File: config.mk
export PLATFORM = sky130hd
export DESIGN_NAME = axi_decerr_slv
export DESIGN_NICKNAME = d
export VERILOG_FILES = /design/src/rtl/axi_decerr_slv.sv
export SDC_FILE = /design/constraint.sdc
export NUM_CORES = 1
export LEC_CHECK = 0
export ABC_AREA = 1
export BUFFER_PORTS_ARGS = -buffer_cell sky130_fd_sc_hd__buf_2
export CAP_MARGIN = 20
export CORE_AREA = 2 2 114 116
export DETAILED_ROUTE_END_ITERATION = 16
export DIE_AREA = 0 0 116 118
export PLACE_DENSITY_LB_ADDON = 0.05
export SLEW_MARGIN = 20
export SYNTH_ARGS = -nofsm -noshare
export SYNTH_HDL_FRONTEND = slang
export SYNTH_SLANG_ARGS = --single-unit
File: constraint.sdc
create_clock -name clk_i -period 2.25 [get_ports clk_i]
set_input_delay 0.1125 -clock clk_i [delete_from_list [all_inputs] [get_ports clk_i]]
set_output_delay 0.1125 -clock clk_i [all_outputs]
set_load 0.1 [all_outputs]
File: src/rtl/axi_decerr_slv.sv
// axi_decerr_slv: terminating AXI4 slave behind the demux decode-miss port.
// Every write and read is drained and completed with an error response.
package axi_decerr_slv_pkg;
    typedef struct packed {
        logic [0:0]  id;
        logic [31:0] addr;
        logic [7:0]  len;
        logic [2:0]  size;
        logic [1:0]  burst;
        logic        lock;
        logic [3:0]  cache;
        logic [2:0]  prot;
        logic [3:0]  qos;
        logic [3:0]  region;
        logic [5:0]  atop;
        logic [0:0]  user;
    } aw_chan_t;

    typedef struct packed {
        logic [63:0] data;
        logic [7:0]  strb;
        logic        last;
        logic [0:0]  user;
    } w_chan_t;

    typedef struct packed {
        logic [0:0] id;
        logic [1:0] resp;
        logic [0:0] user;
    } b_chan_t;

    typedef struct packed {
        logic [0:0]  id;
        logic [31:0] addr;
        logic [7:0]  len;
        logic [2:0]  size;
        logic [1:0]  burst;
        logic        lock;
        logic [3:0]  cache;
        logic [2:0]  prot;
        logic [3:0]  qos;
        logic [3:0]  region;
        logic [0:0]  user;
    } ar_chan_t;

    typedef struct packed {
        logic [0:0]  id;
        logic [63:0] data;
        logic [1:0]  resp;
        logic        last;
        logic [0:0]  user;
    } r_chan_t;

    typedef struct packed {
        aw_chan_t aw;
        logic     aw_valid;
        w_chan_t  w;
        logic     w_valid;
        logic     b_ready;
        ar_chan_t ar;
        logic     ar_valid;
        logic     r_ready;
    } axi_req_t;

    typedef struct packed {
        logic     aw_ready;
        logic     w_ready;
        b_chan_t  b;
        logic     b_valid;
        logic     ar_ready;
        r_chan_t  r;
        logic     r_valid;
    } axi_resp_t;
endpackage

module axi_decerr_slv #(
    parameter int unsigned AxiIdWidth  = 32'd0,
    parameter bit          AtopSupport = 1'b1,
    parameter type         axi_req_t   = axi_decerr_slv_pkg::axi_req_t,
    parameter type         axi_resp_t  = axi_decerr_slv_pkg::axi_resp_t,
    parameter logic [1:0]  Resp        = 2'b11,
    parameter logic [63:0] RespData    = 64'hCA11_AB1E_BADC_AB1E,
    parameter int unsigned MaxTrans    = 32'd4
) (
    input  logic      clk_i,
    input  logic      rst_ni,
    input  logic      test_i,
    input  axi_req_t  slv_req_i,
    output axi_resp_t slv_resp_o
);
    localparam int unsigned IdW  = (AxiIdWidth > 0) ? AxiIdWidth : 1;
    localparam int unsigned PtrW = (MaxTrans > 1) ? $clog2(MaxTrans) : 1;
    localparam int unsigned CntW = $clog2(MaxTrans + 1);
    localparam logic [PtrW-1:0] LastPtr = PtrW'(MaxTrans - 1);
    localparam logic [CntW-1:0] Depth   = CntW'(MaxTrans);

    axi_resp_t w_resp;
    localparam int unsigned DataW = $bits(w_resp.r.data);

    function automatic logic [PtrW-1:0] f_inc(input logic [PtrW-1:0] p);
        return (p == LastPtr) ? '0 : p + 1'b1;
    endfunction

    // write job FIFO: {id, atop}
    logic [IdW:0]    r_wf_mem [MaxTrans];
    logic [PtrW-1:0] r_wf_wptr;
    logic [PtrW-1:0] r_wf_rptr;
    logic [CntW-1:0] r_wf_cnt;
    logic            w_wf_full;
    logic            w_wf_empty;
    logic            w_wf_push;
    logic            w_wf_pop;
    logic [IdW:0]    w_wf_din;
    logic [IdW:0]    w_wf_head;

    // read job FIFO: {id, len}
    logic [IdW+7:0]  r_rf_mem [MaxTrans];
    logic [PtrW-1:0] r_rf_wptr;
    logic [PtrW-1:0] r_rf_rptr;
    logic [CntW-1:0] r_rf_cnt;
    logic            w_rf_full;
    logic            w_rf_empty;
    logic            w_rf_push;
    logic            w_rf_pop;
    logic [IdW+7:0]  w_rf_din;
    logic [IdW+7:0]  w_rf_head;

    logic            r_b_full;
    logic [IdW-1:0]  r_b_id;
    logic [7:0]      r_beat_cnt;

    logic w_atop;
    logic w_aw_ready;
    logic w_aw_hs;
    logic w_ar_ready;
    logic w_ar_hs;
    logic w_w_ready;
    logic w_w_hs;
    logic w_b_hs;
    logic w_r_valid;
    logic w_r_last;
    logic w_r_hs;
    logic w_unused;

    assign w_wf_full  = (r_wf_cnt == Depth);
    assign w_wf_empty = (r_wf_cnt == '0);
    assign w_wf_head  = r_wf_mem[r_wf_rptr];
    assign w_rf_full  = (r_rf_cnt == Depth);
    assign w_rf_empty = (r_rf_cnt == '0);
    assign w_rf_head  = r_rf_mem[r_rf_rptr];

    // AR wins a read-FIFO slot over an atomic AW arriving together
    assign w_atop     = AtopSupport & slv_req_i.aw.atop[5];
    assign w_ar_ready = !w_rf_full;
    assign w_ar_hs    = slv_req_i.ar_valid & w_ar_ready;
    assign w_aw_ready = !w_wf_full
                      & !(w_atop & (w_rf_full | slv_req_i.ar_valid));
    assign w_aw_hs    = slv_req_i.aw_valid & w_aw_ready;

    assign w_wf_push = w_aw_hs;
    assign w_wf_din  = {slv_req_i.aw.id, w_atop};
    assign w_rf_push = w_ar_hs | (w_aw_hs & w_atop);
    assign w_rf_din  = w_ar_hs ? {slv_req_i.ar.id, slv_req_i.ar.len}
                               : {slv_req_i.aw.id, 8'd0};

    assign w_w_ready = !w_wf_empty & !r_b_full;
    assign w_w_hs    = slv_req_i.w_valid & w_w_ready;
    assign w_wf_pop  = w_w_hs & slv_req_i.w.last;
    assign w_b_hs    = r_b_full & slv_req_i.b_ready;

    assign w_r_valid = !w_rf_empty;
    assign w_r_last  = (r_beat_cnt == w_rf_head[7:0]);
    assign w_r_hs    = w_r_valid & slv_req_i.r_ready;
    assign w_rf_pop  = w_r_hs & w_r_last;

    always_ff @(posedge clk_i or negedge rst_ni) begin
        if (!rst_ni) begin
            r_wf_wptr <= '0;
            r_wf_rptr <= '0;
            r_wf_cnt  <= '0;
            for (int unsigned i = 0; i < MaxTrans; i++) begin
                r_wf_mem[i] <= '0;
            end
        end else begin
            if (w_wf_push) begin
                r_wf_mem[r_wf_wptr] <= w_wf_din;
                r_wf_wptr           <= f_inc(r_wf_wptr);
            end
            if (w_wf_pop) begin
                r_wf_rptr <= f_inc(r_wf_rptr);
            end
            if (w_wf_push && !w_wf_pop) begin
                r_wf_cnt <= r_wf_cnt + 1'b1;
            end else if (!w_wf_push && w_wf_pop) begin
                r_wf_cnt <= r_wf_cnt - 1'b1;
            end
        end
    end

    always_ff @(posedge clk_i or negedge rst_ni) begin
        if (!rst_ni) begin
            r_rf_wptr <= '0;
            r_rf_rptr <= '0;
            r_rf_cnt  <= '0;
            for (int unsigned i = 0; i < MaxTrans; i++) begin
                r_rf_mem[i] <= '0;
            end
        end else begin
            if (w_rf_push) begin
                r_rf_mem[r_rf_wptr] <= w_rf_din;
                r_rf_wptr           <= f_inc(r_rf_wptr);
            end
            if (w_rf_pop) begin
                r_rf_rptr <= f_inc(r_rf_rptr);
            end
            if (w_rf_push && !w_rf_pop) begin
                r_rf_cnt <= r_rf_cnt + 1'b1;
            end else if (!w_rf_push && w_rf_pop) begin
                r_rf_cnt <= r_rf_cnt - 1'b1;
            end
        end
    end

    // single B slot; it also gates w_ready so only one B is in flight
    always_ff @(posedge clk_i or negedge rst_ni) begin
        if (!rst_ni) begin
            r_b_full <= 1'b0;
            r_b_id   <= '0;
        end else if (w_wf_pop) begin
            r_b_full <= 1'b1;
            r_b_id   <= w_wf_head[IdW:1];
        end else if (w_b_hs) begin
            r_b_full <= 1'b0;
        end
    end

    always_ff @(posedge clk_i or negedge rst_ni) begin
        if (!rst_ni) begin
            r_beat_cnt <= '0;
        end else if (w_r_hs) begin
            r_beat_cnt <= w_r_last ? 8'd0 : r_beat_cnt + 8'd1;
        end
    end

    always_comb begin
        w_resp          = '0;
        w_resp.aw_ready = w_aw_ready;
        w_resp.w_ready  = w_w_ready;
        w_resp.b_valid  = r_b_full;
        w_resp.b.id     = r_b_id;
        w_resp.b.resp   = Resp;
        w_resp.ar_ready = w_ar_ready;
        w_resp.r_valid  = w_r_valid;
        w_resp.r.id     = w_rf_head[IdW+7:8];
        w_resp.r.data   = RespData[DataW-1:0];
        w_resp.r.resp   = Resp;
        w_resp.r.last   = w_r_last;
    end

    assign slv_resp_o = w_resp;

    assign w_unused = ^{test_i, slv_req_i, w_wf_head[0]};

    a_w_after_aw: assert property (@(posedge clk_i) disable iff (!rst_ni)
        (slv_req_i.w_valid & w_w_ready) |-> !w_wf_empty);

    a_b_stable: assert property (@(posedge clk_i) disable iff (!rst_ni)
        (r_b_full & !slv_req_i.b_ready)
        |=> (r_b_full && $stable(r_b_id)));

    a_r_stable: assert property (@(posedge clk_i) disable iff (!rst_ni)
        (w_r_valid & !slv_req_i.r_ready)
        |=> (w_r_valid && $stable(slv_resp_o.r)));
endmodule

==> results by group, run 1 <==
Layout
  • Multi-input combinational cell area: between 2000 and 2500 um2
  • Fill count: approximately 1300
  • FF+latch area: ~1600 um2
  • Ratio of cells with drive above 1 in the final layout: 20.0%
  • Antenna Cells: 0
  • Syn-to-layout area delta: 16.4%
  • Design area: about 4800 um2
  • Nets: between 800 and 900

Global routing
  • Global-route wire length before repair: 16700 um
  • Initial antenna violation count: 0
  • Largest net degree at the start of global routing: 44
  • Grt ovf: 0
  • Vias in the first global route: around 3200
  • All-Layer GR Usage: 16.0%

Clock network
  • Clock tree buffer depth: 2
  • Clk Latency, worst-skew pair: roughly 0.34 ns
  • CTS tree: built
  • Root buffer cell: clkbuf_16
  • H-tree depth: 3
  • TritonCTS buffer count: 9
  • Worst-path clk slew: roughly 0.050 ns
  • CTS sink cnt: 64

Critical path
  • Cells on worst reg2reg path: 15
  • Setup crit end kind: register
  • Crit path arrival time: roughly 2.5 ns
  • Maximum fanout along the worst path: 6
  • Critical path required time: between 2 and 2.5 ns
  • Critical path launch point type: register
  • R2R Setup Slk: -0.02 ns
  • FF-to-FF End: r_rf_cnt[1]
  • CP Class: register to register
  • RR Startpoint: r_rf_rptr[0]

Synth
  • #FFs+latches synth: 64
  • Mux share of post-synthesis cell area: 0.275%
  • Predominant post-synthesis flop cell: dfrtp_1
  • Synth Area in XOR/XNOR: 1.71%
  • Syn Inst Count: between 500 and 600
  • Compound-cell area share of the yosys netlist: 8.08%
  • EDFF count, synth: 0
  • Most common cell in the synthesized netlist: nand2_1
  • Area leader, netlist: dfrtp_1
  • Commonest cells in the netlist: 173 x nand2_1, 78 x buf_4, 64 x dfrtp_1
  • Top cells by area, synth: dfrtp_1 39%, nand2_1 16%, buf_4 14%
  • FFs w/ async S/R, synth: 100%
  • Largest family of logic cells by synthesized area: simple AND/OR/NAND/NOR gates
  • Simple-Gate Fraction of Synth Area: roughly 24%
  • Sequential area share after synthesis: just under 40%
  • Ys Warns: 0
  • Mapped cell area: 4090 um2
  • Avg Synthesized Cell Area: 7.64 um2
  • Synth Area in Adders: slightly below 5%
  • Synth top area share: about two fifths
  • Synth unique cells: 34

Power and ir drop
  • Sequential share of power: between 30% and 40%
  • Power Density: about 1400 nW/um2
  • Combinational group share of total power: between 40% and 50%
  • Peak supply drop: 0.683 mV
  • Int Pwr: roughly 3.5 mW
  • Clock power frac: between 10% and 20%
  • Leakage: around 2.6 nW
  • Switching component of the power: between 3 and 4 mW
  • Sw Ratio: ~49%
  • PnR Total Power: roughly 6.8 mW

Route
  • Drt drc: 0
  • TritonRoute pass-1 iters: 4
  • DRT iter0 DRCs: 167
  • Via count: between 3000 and 4000
  • Routed vias/inst: around 4.2
  • Antenna Nets Post-Route: 0
  • Avg WL per Cell: around 13 um
  • Drt total wl: between 10000 and 15000 um

Run
  • MaxCap Viol Count: 0

Floorplan
  • Initial Util: between 30% and 40%
  • Die area: ~14000 um2
  • Num ports: roughly 290
  • Die Span Y: ~120 um
  • Core area: between 10000 and 15000 um2
  • Std-Cell Rows: 41
  • Die Wd: roughly 120 um

Run status
  • Status: finished with violations
  • Failing checks: negative setup slack

Timing
  • Min Tclk post-route: approximately 2.3 ns
  • Final Hold Slack: 0.100 ns
  • Least-Margin Pin Slew: about 0.56 ns
  • RSZ-0062 raised after global routing: true
  • Final setup viols: 1
  • Slew Limit Fails: 0
  • Worst setup margin: -0.0243 ns
  • Slew HR: a little over three fifths
  • Tcrit/Tclk final: 101%
  • Max Freq: between 400 and 500 MHz
  • Fin. Hold Viols: 0
  • Fin Clk Skew: 0.00606 ns

Worst hold path
  • Hold EP: r_wf_mem[1]
  • Hold path start: slv_req_i[210]
  • Hold path depth: 3
  • Type of the worst min-delay path: input port to register

Place
  • Placed wire-length estimate: 6860 um
  • Port Buffers: 26
  • GP Congestion: between 0.7 and 0.8
  • Placed Area: ~4300 um2
-- cells in the final DEF (no fill, tap or decap), types with 3 or more instances in the layout --
| master | instances |
|---|---|
| buf_12 | 5 |
| xnor2_1 | 3 |
| clkbuf_8 | 3 |
| nand2_2 | 16 |
| xor2_1 | 5 |
| buf_2 | 25 |
| ha_1 | 12 |
| inv_2 | 3 |
| inv_1 | 49 |
| o21ai_0 | 21 |
| nand3_2 | 16 |
| clkbuf_16 | 9 |
| nor2_1 | 21 |
| nand3_1 | 21 |
| a21oi_1 | 4 |
| nand2_1 | 157 |
| buf_4 | 22 |
| conb_1 | 70 |
| o21ai_1 | 28 |
| dfrtp_1 | 64 |
| o21ai_2 | 3 |
-- cell families after synthesis --
family,count (synthesis)
simple gates,240
buf+inv,145
flops,64
compound gates,60
fa+ha+maj,15
xor+xnor,8
other cells,2
mux,1
-- worst max-delay path, stage by stage, from the launching register on --
cell and delay (ns):
dfrtp_1 0.41, buf_12 0.15, buf_6 0.13, nand2_2 0.06
nand3_2 0.08, nand3_1 0.08, nand2_1 0.05, inv_1 0.08
nand2_4 0.07, nor2_4 0.14, nand3_4 0.09, ha_4 0.17
inv_4 0.05, fa_2 0.43, nor2_2 0.12, a21oi_1 0.04
-- cell type report --
type	instances	area share (%)
multi-input combinational	394	42.4
clock buffer	14	5.76
sequential	64	33.6
inverter	56	4.52
timing repair buffer	56	9.17
tap	172	4.52
-- repair_timing --
item | in CTS | in global routing
pin swaps | 16 | 13
hold buffers | 2 | 0
endpoints found under the setup margin | 3 | 4
gates resized for setup | 31 | 15
hold endpoints to repair | 22 | 0
setup buffers | 5 | 0
-- worst max-delay path by stage --
stage,slack (ns),cells past startpoint,endpoint,start
after floorplan,0.05,16,r_rf_cnt[2],r_rf_rptr[0]
after CTS,0.0007,15,r_rf_cnt[1],r_rf_rptr[0]
after global routing,-0.17,15,r_rf_cnt[1],r_rf_rptr[0]
after detailed placement,-0.07,15,r_rf_cnt[1],r_rf_rptr[0]
after global placement,-0.08,15,r_rf_cnt[2],r_rf_rptr[0]
final,-0.02,15,r_rf_cnt[1],r_rf_rptr[0]
-- layer usage --
layer  vias to the layer above  GRT usage, %  part of all wire (%)  wire length [um]
met4                         0          3.94                   1.3               134
met3                        14          4.58                   6.4               643
li1                       1616             -                     -                 -
met5                         -             0                     0                 0
met1                      1452          21.4                    46              4630
met2                        98          25.6                    46              4660
-- power by group through the flow --
stage               logic, mW  clock network [mW]  registers [mW]
detailed placement       3.18                   0            2.08
global placement         3.16                   0            2.08
finish                   3.39                1.33            2.08
global route             3.80                1.42            2.15
CTS                      3.36                1.37            2.07
floorplan                2.66                   0            1.96
-- stage by stage --
| step | setup TNS, ns | setup WS (ns) | utilization (%) | std cells |
|---|---|---|---|---|
| 2_1_floorplan | 0 | 0.0473 | - | 603 |
| 3_3_place_gp | -0.116 | -0.0808 | 34.4 | 735 |
| 3_5_place_dp | -0.145 | -0.0748 | 34.4 | 735 |
| 4_1_cts | 0 | 0.000705 | 38.0 | 756 |
| 5_1_grt | -0.345 | -0.168 | 38.3 | 756 |
| 6_report | -0.0243 | -0.0243 | 38.3 | 756 |
-- state kept, by name (all words and copies together) (netlist names) --
| register | cells |
|---|---|
| r_rf_mem | 36 |
| r_beat_cnt | 8 |
| r_wf_mem | 4 |
| r_rf_cnt | 3 |
| r_wf_cnt | 3 |
| r_rf_rptr | 2 |
| r_rf_wptr | 2 |
| r_wf_rptr | 2 |
| r_wf_wptr | 2 |
| r_b_full | 1 |
| r_b_id | 1 |
No activity file was read; power rests on OpenSTA's default activity.
==> run 2: changes to the inputs <==
--- a/config.mk
+++ b/config.mk
@@ -8,9 +8,10 @@
 export ABC_AREA = 1
 export BUFFER_PORTS_ARGS = -buffer_cell sky130_fd_sc_hd__buf_2
 export CAP_MARGIN = 20
-export CORE_AREA = 2 2 114 116
+export CORE_AREA = 2 2 115 117
+export CTS_CLUSTER_DIAMETER = 120
 export DETAILED_ROUTE_END_ITERATION = 16
-export DIE_AREA = 0 0 116 118
+export DIE_AREA = 0 0 117 119
 export PLACE_DENSITY_LB_ADDON = 0.05
 export SLEW_MARGIN = 20
 export SYNTH_ARGS = -nofsm -noshare
==> constraint.sdc (replaced) <==
create_clock -name clk_i -period 2.3 [get_ports clk_i]
set_input_delay 0.23 -clock clk_i [delete_from_list [all_inputs] [get_ports clk_i]]
set_output_delay 0.23 -clock clk_i [all_outputs]
set_load 0.1 [all_outputs]
==> run 2 against run 1 <==
Net effect:
- the flow now finishes without violations
- first-iteration DRC count is 23% lower
- non-clock buffer count is 1 lower
- routed wire length is 2.7% lower
- utilization is 1.1 points lower
- worst hold slack worse by 0.031 ns
- clock power is 6% higher
- die area is 1.7% higher
- critical path depth is 1 higher
- flip-flop and latch count stayed put
- count of clock-buffer cells in the layout is 1 lower
- largest cell class unchanged
- largest power group unchanged
==> results by group, run 2 (synthesis results as in run 1) <==
Run status
  • Status: finished, final reports clean (was finished with violations)

Critical path
  • RR Startpoint: r_rf_rptr[0] (unchanged)
  • Slowest cell on the critical path: fa_2 (unchanged)
  • Cells on worst reg2reg path: 16 (was 15)
  • Crit path arrival time: 2.50 ns (about the same)
  • Critical path required time: 2.52 ns (was 2.47 ns)
  • Critical path's largest stage delay: 0.42 ns (was 0.43 ns)
  • Critical Path Source: r_rf_rptr[0] (unchanged)
  • Crit path capture: r_rf_cnt[1] (unchanged)
  • Critical path launch point type: register (unchanged)
  • FF-to-FF End: r_rf_cnt[1] (unchanged)
  • Maximum fanout along the worst path: 8 (was 6)
  • Crit-path cells: inv_2 > buf_12 > buf_4 > nand2_1 > nand3_2 > nand2_1 > nand2_1 > nand2_1 > nand2_2 > nor2_4 > nand3_4 > ha_4 > inv_4 > fa_2 > nor2_1 > a21oi_1 (was buf_12 > buf_6 > nand2_2 > nand3_2 > nand3_1 > nand2_1 > inv_1 > nand2_4 > nor2_4 > nand3_4 > ha_4 > inv_4 > fa_2 > nor2_2 > a21oi_1)
  • R2R Setup Slk: 0.02 ns (was -0.02 ns)
  • CP dominant cell by count: nand2_1
  • CP Class: register to register (unchanged)
  • Setup crit end kind: register (unchanged)

Route
  • DRT iter0 DRCs: 128 (was 167)
  • Routed vias/inst: 4.14 (was 4.21)
  • Antenna Nets Post-Route: 0 (unchanged)
  • Drt total wl: 9790 um (was 10100 um)
  • Drt drc: 0 (unchanged)
  • Avg WL per Cell: 12.9 um (was 13.3 um)
  • TritonRoute pass-1 iters: 4 (unchanged)
  • Via count: 3152 (was 3180)

Worst hold path
  • Type of the worst min-delay path: input port to register (unchanged)
  • Hold path depth: 2 (was 3)

Floorplan
  • Die Span Y: 119 um (was 118 um)
  • Core area: 12900 um2 (was 12400 um2)
  • Std-Cell Rows: 42 (was 41)
  • Die Wd: 117 um (was 116 um)
  • Num ports: 292 (unchanged)
  • Initial Util: 31.8% (was 32.9%)
  • Die area: 13900 um2 (was 13700 um2)

Layout
  • Commonest non-fill, non-tap cell in the layout: nand2_1 (unchanged)
  • Nets: 809 (was 810)
  • Max reg flops: 36 (unchanged)
  • Design area: 4800 um2 (was 4760 um2)
  • Ratio of cells with drive above 1 in the final layout: 20.3% (was 20.0%)
  • Fill count: 1395 (was 1331)
  • Reg with most FFs: r_rf_mem (unchanged)
  • FF+latch area: 1600 um2 (unchanged)
  • Antenna Cells: 0 (unchanged)
  • Syn-to-layout area delta: 17.4% (was 16.4%)
  • Fin util: 37.3% (was 38.3%)
  • Commonest non-fill, non-tap cells in the layout: 157 x nand2_1, 70 x conb_1, 64 x dfrtp_1 (unchanged)
  • Regs by FF count: r_rf_mem: 36 flops, r_beat_cnt: 8 flops, r_wf_mem: 4 flops (unchanged)
  • Multi-input combinational cell area: 2030 um2 (was 2020 um2)

Place
  • Placed Area: 4250 um2 (was 4270 um2)
  • Port Buffers: 26 (unchanged)
  • GP Congestion: 0.738 (was 0.723)
  • Placed wire-length estimate: 6530 um (was 6860 um)

Global routing
  • Vias in the first global route: 3033 (was 3175)
  • Largest net degree at the start of global routing: 65 (was 44)
  • Initial antenna violation count: 0 (unchanged)
  • All-Layer GR Usage: 15.4% (was 16.0%)
  • Grt ovf: 0 (unchanged)
  • Global-route wire length before repair: 15900 um (was 16700 um)

Clock network
  • CTS sink cnt: 64 (unchanged)
  • TritonCTS buffer count: 9 (unchanged)
  • Clock tree buffer depth: 2 (unchanged)
  • Root buffer cell: clkbuf_16 (unchanged)
  • Worst-path clk slew: 0.06 ns (was 0.05 ns)
  • Clk Latency, worst-skew pair: 0.34 ns (about the same)
  • CTS tree: built (unchanged)
  • H-tree depth: 3 (unchanged)

Timing
  • Final Hold Slack: 0.0695 ns (was 0.100 ns)
  • Slew Limit Fails: 0 (unchanged)
  • Fin. Hold Viols: 0 (unchanged)
  • Max Freq: 438 MHz (was 440 MHz)
  • Min Tclk post-route: 2.28 ns (was 2.27 ns)
  • RSZ-0062 raised after global routing: true (unchanged)
  • Fin Clk Skew: 0.00661 ns (was 0.00606 ns)
  • Tcrit/Tclk final: 99.3% (was 101%)
  • Setup TNS: 0 ns (was -0.0243 ns)
  • Final setup viols: 0 (was 1)

Power and ir drop
  • Power Density: 1410 nW/um2 (was 1430 nW/um2)
  • Leakage: 2.57 nW (was 2.55 nW)
  • Peak supply drop: 0.708 mV (was 0.683 mV)

Run
  • MaxCap Viol Count: 0 (unchanged)
[run 2: changes by cell type in the layout (fill, tap and decap cells not counted), sizes merged]
cell	change
bufinv	+1
clkbuf	-1
clkinv	+2
dlygate4sd3	-1
[run 2: final cells by class]
type	instances	area share, %
clock inverters	3	0.834
clock buffers	13	5.42
well taps	176	4.59
repair buffers	55	8.99
inverters	56	4.48
flip-flops and latches	64	33.4
multi-input cells	394	42.3
[run 2: power by group]
part           internal (mW)  switching [mW]  total (mW)
combinational          0.996            2.34        3.34
sequential              1.64           0.372        2.01
clock                  0.895           0.519        1.41
[run 2: critical path: cells and delay by family (launching register included)]
| family | cells | cell delay, ns |
|---|---|---|
| adders and majority gates | 2 | 0.59 |
| DFF | 1 | 0.38 |
| buffers and inverters | 4 | 0.39 |
| AOI/OAI and AO/OA | 1 | 0.05 |
| and+or+nand+nor | 9 | 0.75 |
[run 2: worst min path at each step]
stage	startpoint	end
after floorplan	rst_ni	r_b_full
after global placement	rst_ni	r_rf_mem[28]
after detailed placement	rst_ni	r_rf_mem[28]
after CTS	slv_req_i[65]	r_b_full
after global routing	slv_req_i[65]	r_b_full
final	slv_req_i[65]	r_b_full
[run 2: routing by layer]
metal / up-vias / track usage (%) / wire [um]
met3: 7 / 4.89 / 547
met5: - / 0 / 0
met1: 1442 / 20.0 / 4450
li1: 1612 / - / -
met2: 91 / 25.0 / 4710
met4: 0 / 3.31 / 89
[run 2: what timing repair did]
| item | in CTS | in global routing |
|---|---|---|
| pin swaps | 4 | 12 |
| gates resized for setup | 26 | 21 |
| hold buffers | 1 | 0 |
| cloned | 0 | 0 |
| endpoints found under the setup margin | 3 | 3 |
| setup buffers | 5 | 2 |
| hold endpoints to repair | 64 | 0 |
[run 2: metrics by stage]
| stage | instances | worst slack, ns | total power, mW |
|---|---|---|---|
| 2_1_floorplan | 603 | 0.0973 | 4.52 |
| 3_3_place_gp | 737 | -0.0503 | 5.08 |
| 3_5_place_dp | 737 | -0.0504 | 5.12 |
| 4_1_cts | 759 | 0.00436 | 6.74 |
| 5_1_grt | 761 | -0.152 | 7.32 |
| 6_report | 761 | 0.0164 | 6.76 |
==> run 3: changes to the inputs <==
--- a/config.mk
+++ b/config.mk
@@ -6,7 +6,7 @@
 export NUM_CORES = 1
 export LEC_CHECK = 0
 export ABC_AREA = 1
-export BUFFER_PORTS_ARGS = -buffer_cell sky130_fd_sc_hd__buf_2
+export BUFFER_PORTS_ARGS = -buffer_cell sky130_fd_sc_hd__buf_4
 export CAP_MARGIN = 20
 export CORE_AREA = 2 2 115 117
 export CTS_CLUSTER_DIAMETER = 120
==> run 3 against run 2 <==
Net effect:
- via count shrank 0.44%
- non-clock buffer count shrank 5
- sequential share of layout area shrank 0.095 points
- maximum frequency grew 1.2%
- worst setup slack gained 0.026 ns
- register-to-register slack gained 0.03 ns
- clock skew shrank 0.0025 ns
- design area grew 0.36%
- first-iteration DRC count shrank 1.6%
- clock power shrank 9%
- power shrank 1.3%
- critical endpoint unchanged
==> results by group, run 3 (synthesis results as in run 1) <==
Clock network
  • H-tree depth: 3 (unchanged)
  • Root buffer cell: clkbuf_16 (unchanged)
  • Hold-fix buffers, CTS: 0 (was 1)
  • CTS tree: built (unchanged)
  • CTS sink cnt: 64 (unchanged)
  • Clock tree buffer depth: 2 (unchanged)
  • Worst-path clk slew: 0.05 ns (was 0.06 ns)
  • TritonCTS buffer count: 9 (unchanged)
  • Clk Latency, worst-skew pair: 0.34 ns (about the same)

Timing
  • Least-Margin Pin Slew: just under 0.9 ns
  • RSZ-0062 raised after global routing: true (unchanged)
  • Slew Limit Fails: 0 (unchanged)
  • Tcrit/Tclk final: 98.1% (was 99.3%)
  • Max Freq: 443 MHz (was 438 MHz)
  • Final Hold Slack: 0.0271 ns (was 0.0695 ns)
  • Min Tclk post-route: 2.26 ns (was 2.28 ns)
  • Slew HR: roughly two fifths
  • Final setup viols: 0 (unchanged)
  • Fin. Hold Viols: 0 (unchanged)
  • Fin Clk Skew: 0.00413 ns (was 0.00661 ns)

Place
  • GP Congestion: 0.721 (was 0.738)
  • Port Buffers: 26 (unchanged)
  • Placed wire-length estimate: 6480 um (was 6530 um)

Route
  • Drt drc: 0 (unchanged)
  • Routed vias/inst: 4.16 (was 4.14)
  • Drt total wl: 9730 um (was 9790 um)
  • Avg WL per Cell: 12.9 um (about the same)
  • TritonRoute pass-1 iters: 4 (unchanged)
  • Via count: 3138 (was 3152)
  • DRT iter0 DRCs: 126 (was 128)
  • Antenna Nets Post-Route: 0 (unchanged)

Power and ir drop
  • Power Density: 1390 nW/um2 (was 1410 nW/um2)
  • Sw Ratio: 48.2% (was 47.8%)
  • Sequential share of power: 30.2% (was 29.7%)
  • Clock power frac: 19.1% (was 20.9%)
  • Combinational group share of total power: 50.6% (was 49.4%)
  • Int Pwr: 3.46 mW (was 3.53 mW)
  • Leakage: 2.54 nW (was 2.57 nW)
  • PnR Total Power: 6.68 mW (was 6.76 mW)
  • Switching component of the power: 3.22 mW (was 3.23 mW)
  • Peak supply drop: 0.588 mV (was 0.708 mV)

Floorplan
  • Num ports: 292 (unchanged)
  • Die Wd: 117 um (unchanged)
  • Core area: 12900 um2 (unchanged)
  • Std-Cell Rows: 42 (unchanged)
  • Die area: 13900 um2 (unchanged)
  • Initial Util: 31.8% (unchanged)
  • Die Span Y: 119 um (unchanged)

Layout
  • Antenna Cells: 0 (unchanged)
  • Syn-to-layout area delta: 17.8% (was 17.4%)
  • Reg with most FFs: r_rf_mem (unchanged)
  • Ratio of cells with drive above 1 in the final layout: 20.0% (was 20.3%)
  • Commonest non-fill, non-tap cell in the layout: nand2_1 (unchanged)
  • Regs by FF count: r_rf_mem: 36 flops, r_beat_cnt: 8 flops, r_wf_mem: 4 flops (unchanged)
  • Max reg flops: 36 (unchanged)
  • Nets: 804 (was 809)
  • Commonest non-fill, non-tap cells in the layout: 157 x nand2_1, 70 x conb_1, 63 x dfrtp_1 (was 157 x nand2_1, 70 x conb_1, 64 x dfrtp_1)
  • Fin util: 37.4% (was 37.3%)
  • Fill count: 1394 (was 1395)

Critical path
  • Crit path arrival time: 2.48 ns (was 2.50 ns)
  • Setup crit end kind: register (unchanged)
  • Maximum fanout along the worst path: 8 (unchanged)
  • Critical path launch point type: register (unchanged)
  • Critical path required time: 2.52 ns (about the same)
  • CP Class: register to register (unchanged)

Global routing
  • Vias in the first global route: 2989 (was 3033)
  • All-Layer GR Usage: 15.1% (was 15.4%)
  • Initial antenna violation count: 0 (unchanged)
  • Grt ovf: 0 (unchanged)
  • Largest net degree at the start of global routing: 65 (unchanged)
  • Global-route wire length before repair: 15700 um (was 15900 um)

Run
  • MaxCap Viol Count: 0 (unchanged)

Run status
  • Status: finished, final reports clean (unchanged)

Worst hold path
  • Type of the worst min-delay path: input port to asynchronous set/reset pin (was input port to register)
==> run 3: cell types whose count changed in the layout (fill, tap and decap cells not counted), moves of 2 or more <==
cell and delta:
buf_12 -3, buf_2 -25, buf_4 +21, clkbuf_1 +2, clkbuf_16 +2, clkinv_2 -2, nand3_4 +2
==> run 3: what timing repair did <==
| action | 4_1_cts | 5_1_grt |
|---|---|---|
| cloned | 0 | 2 |
| resized for setup | 10 | 45 |
| buffers inserted | 0 | 2 |
| endpoints found under the setup margin | 3 | 3 |
| pin swaps | 0 | 16 |
==> run 3: worst paths after layout <==
check / from / end / slack, ns / cells after the start
worst max register to register: r_rf_rptr[0] / r_rf_cnt[1] / 0.04 / 14
max in group asynchronous: rst_ni / r_rf_rptr[0] / 1.66 / 1
min in group clk_i: slv_req_i[65] / r_b_full / 0.07 / 2
worst max-delay path: r_rf_rptr[0] / r_rf_cnt[1] / 0.04 / 14
worst min register to register: r_rf_mem[20] / r_rf_mem[20] / 0.48 / 2
worst min-delay path: rst_ni / r_rf_mem[18] / 0.03 / 1
==> run 3: per-stage QoR <==
step | setup TNS [ns] | cell area [um2] | cells | setup WS [ns]
6_report | 0 | 4820 | 755 | 0.0428
3_5_place_dp | -0.0866 | 4280 | 736 | -0.0578
2_1_floorplan | 0 | 4350 | 603 | 0.0973
4_1_cts | -0.125 | 4590 | 751 | -0.0491
3_3_place_gp | -0.0401 | 4280 | 736 | -0.0307
5_1_grt | -0.265 | 4820 | 755 | -0.100
==> run 3: area by class of cell <==
cell class                      count  area [um2]  share of cell area, %
Tap cell                          176         220                   4.57
Inverter                           56         218                   4.52
Timing Repair Buffer               50         455                   9.45
Sequential cell                    64        1600                   33.3
Clock buffer                       15         268                   5.56
Multi-Input combinational cell    394        2050                   42.6
==> run 3: power groups by stage <==
stage	Combinational (mW)	Clock [mW]	Sequential [mW]
after detailed placement	3.13	0	2.02
final	3.38	1.28	2.02
after CTS	3.17	1.33	2.00
after global placement	3.11	0	2.01
after global routing	3.77	1.37	2.10
after floorplan	2.60	0	1.92
==> run 3: worst max-delay path: stages (launching register included) <==
cell and delay (ns):
dfrtp_2 0.44, inv_4 0.11, clkbuf_16 0.17, nand2_1 0.06, nand3_2 0.08, nand2_2 0.06, nand2_2 0.06, nand3_2 0.10
nor2_4 0.14, nand3_4 0.10, ha_4 0.18, inv_4 0.06, fa_2 0.44, nor2_2 0.09, a21oi_1 0.04
==> run 3: layer usage <==
metal | global-route usage [%] | up-vias | wire [um]
li1 | - | 1598 | -
met1 | 19.2 | 1440 | 4430
met2 | 24.8 | 89 | 4650
met3 | 4.12 | 11 | 529
met4 | 4.63 | 0 | 127
met5 | 0 | - | 0
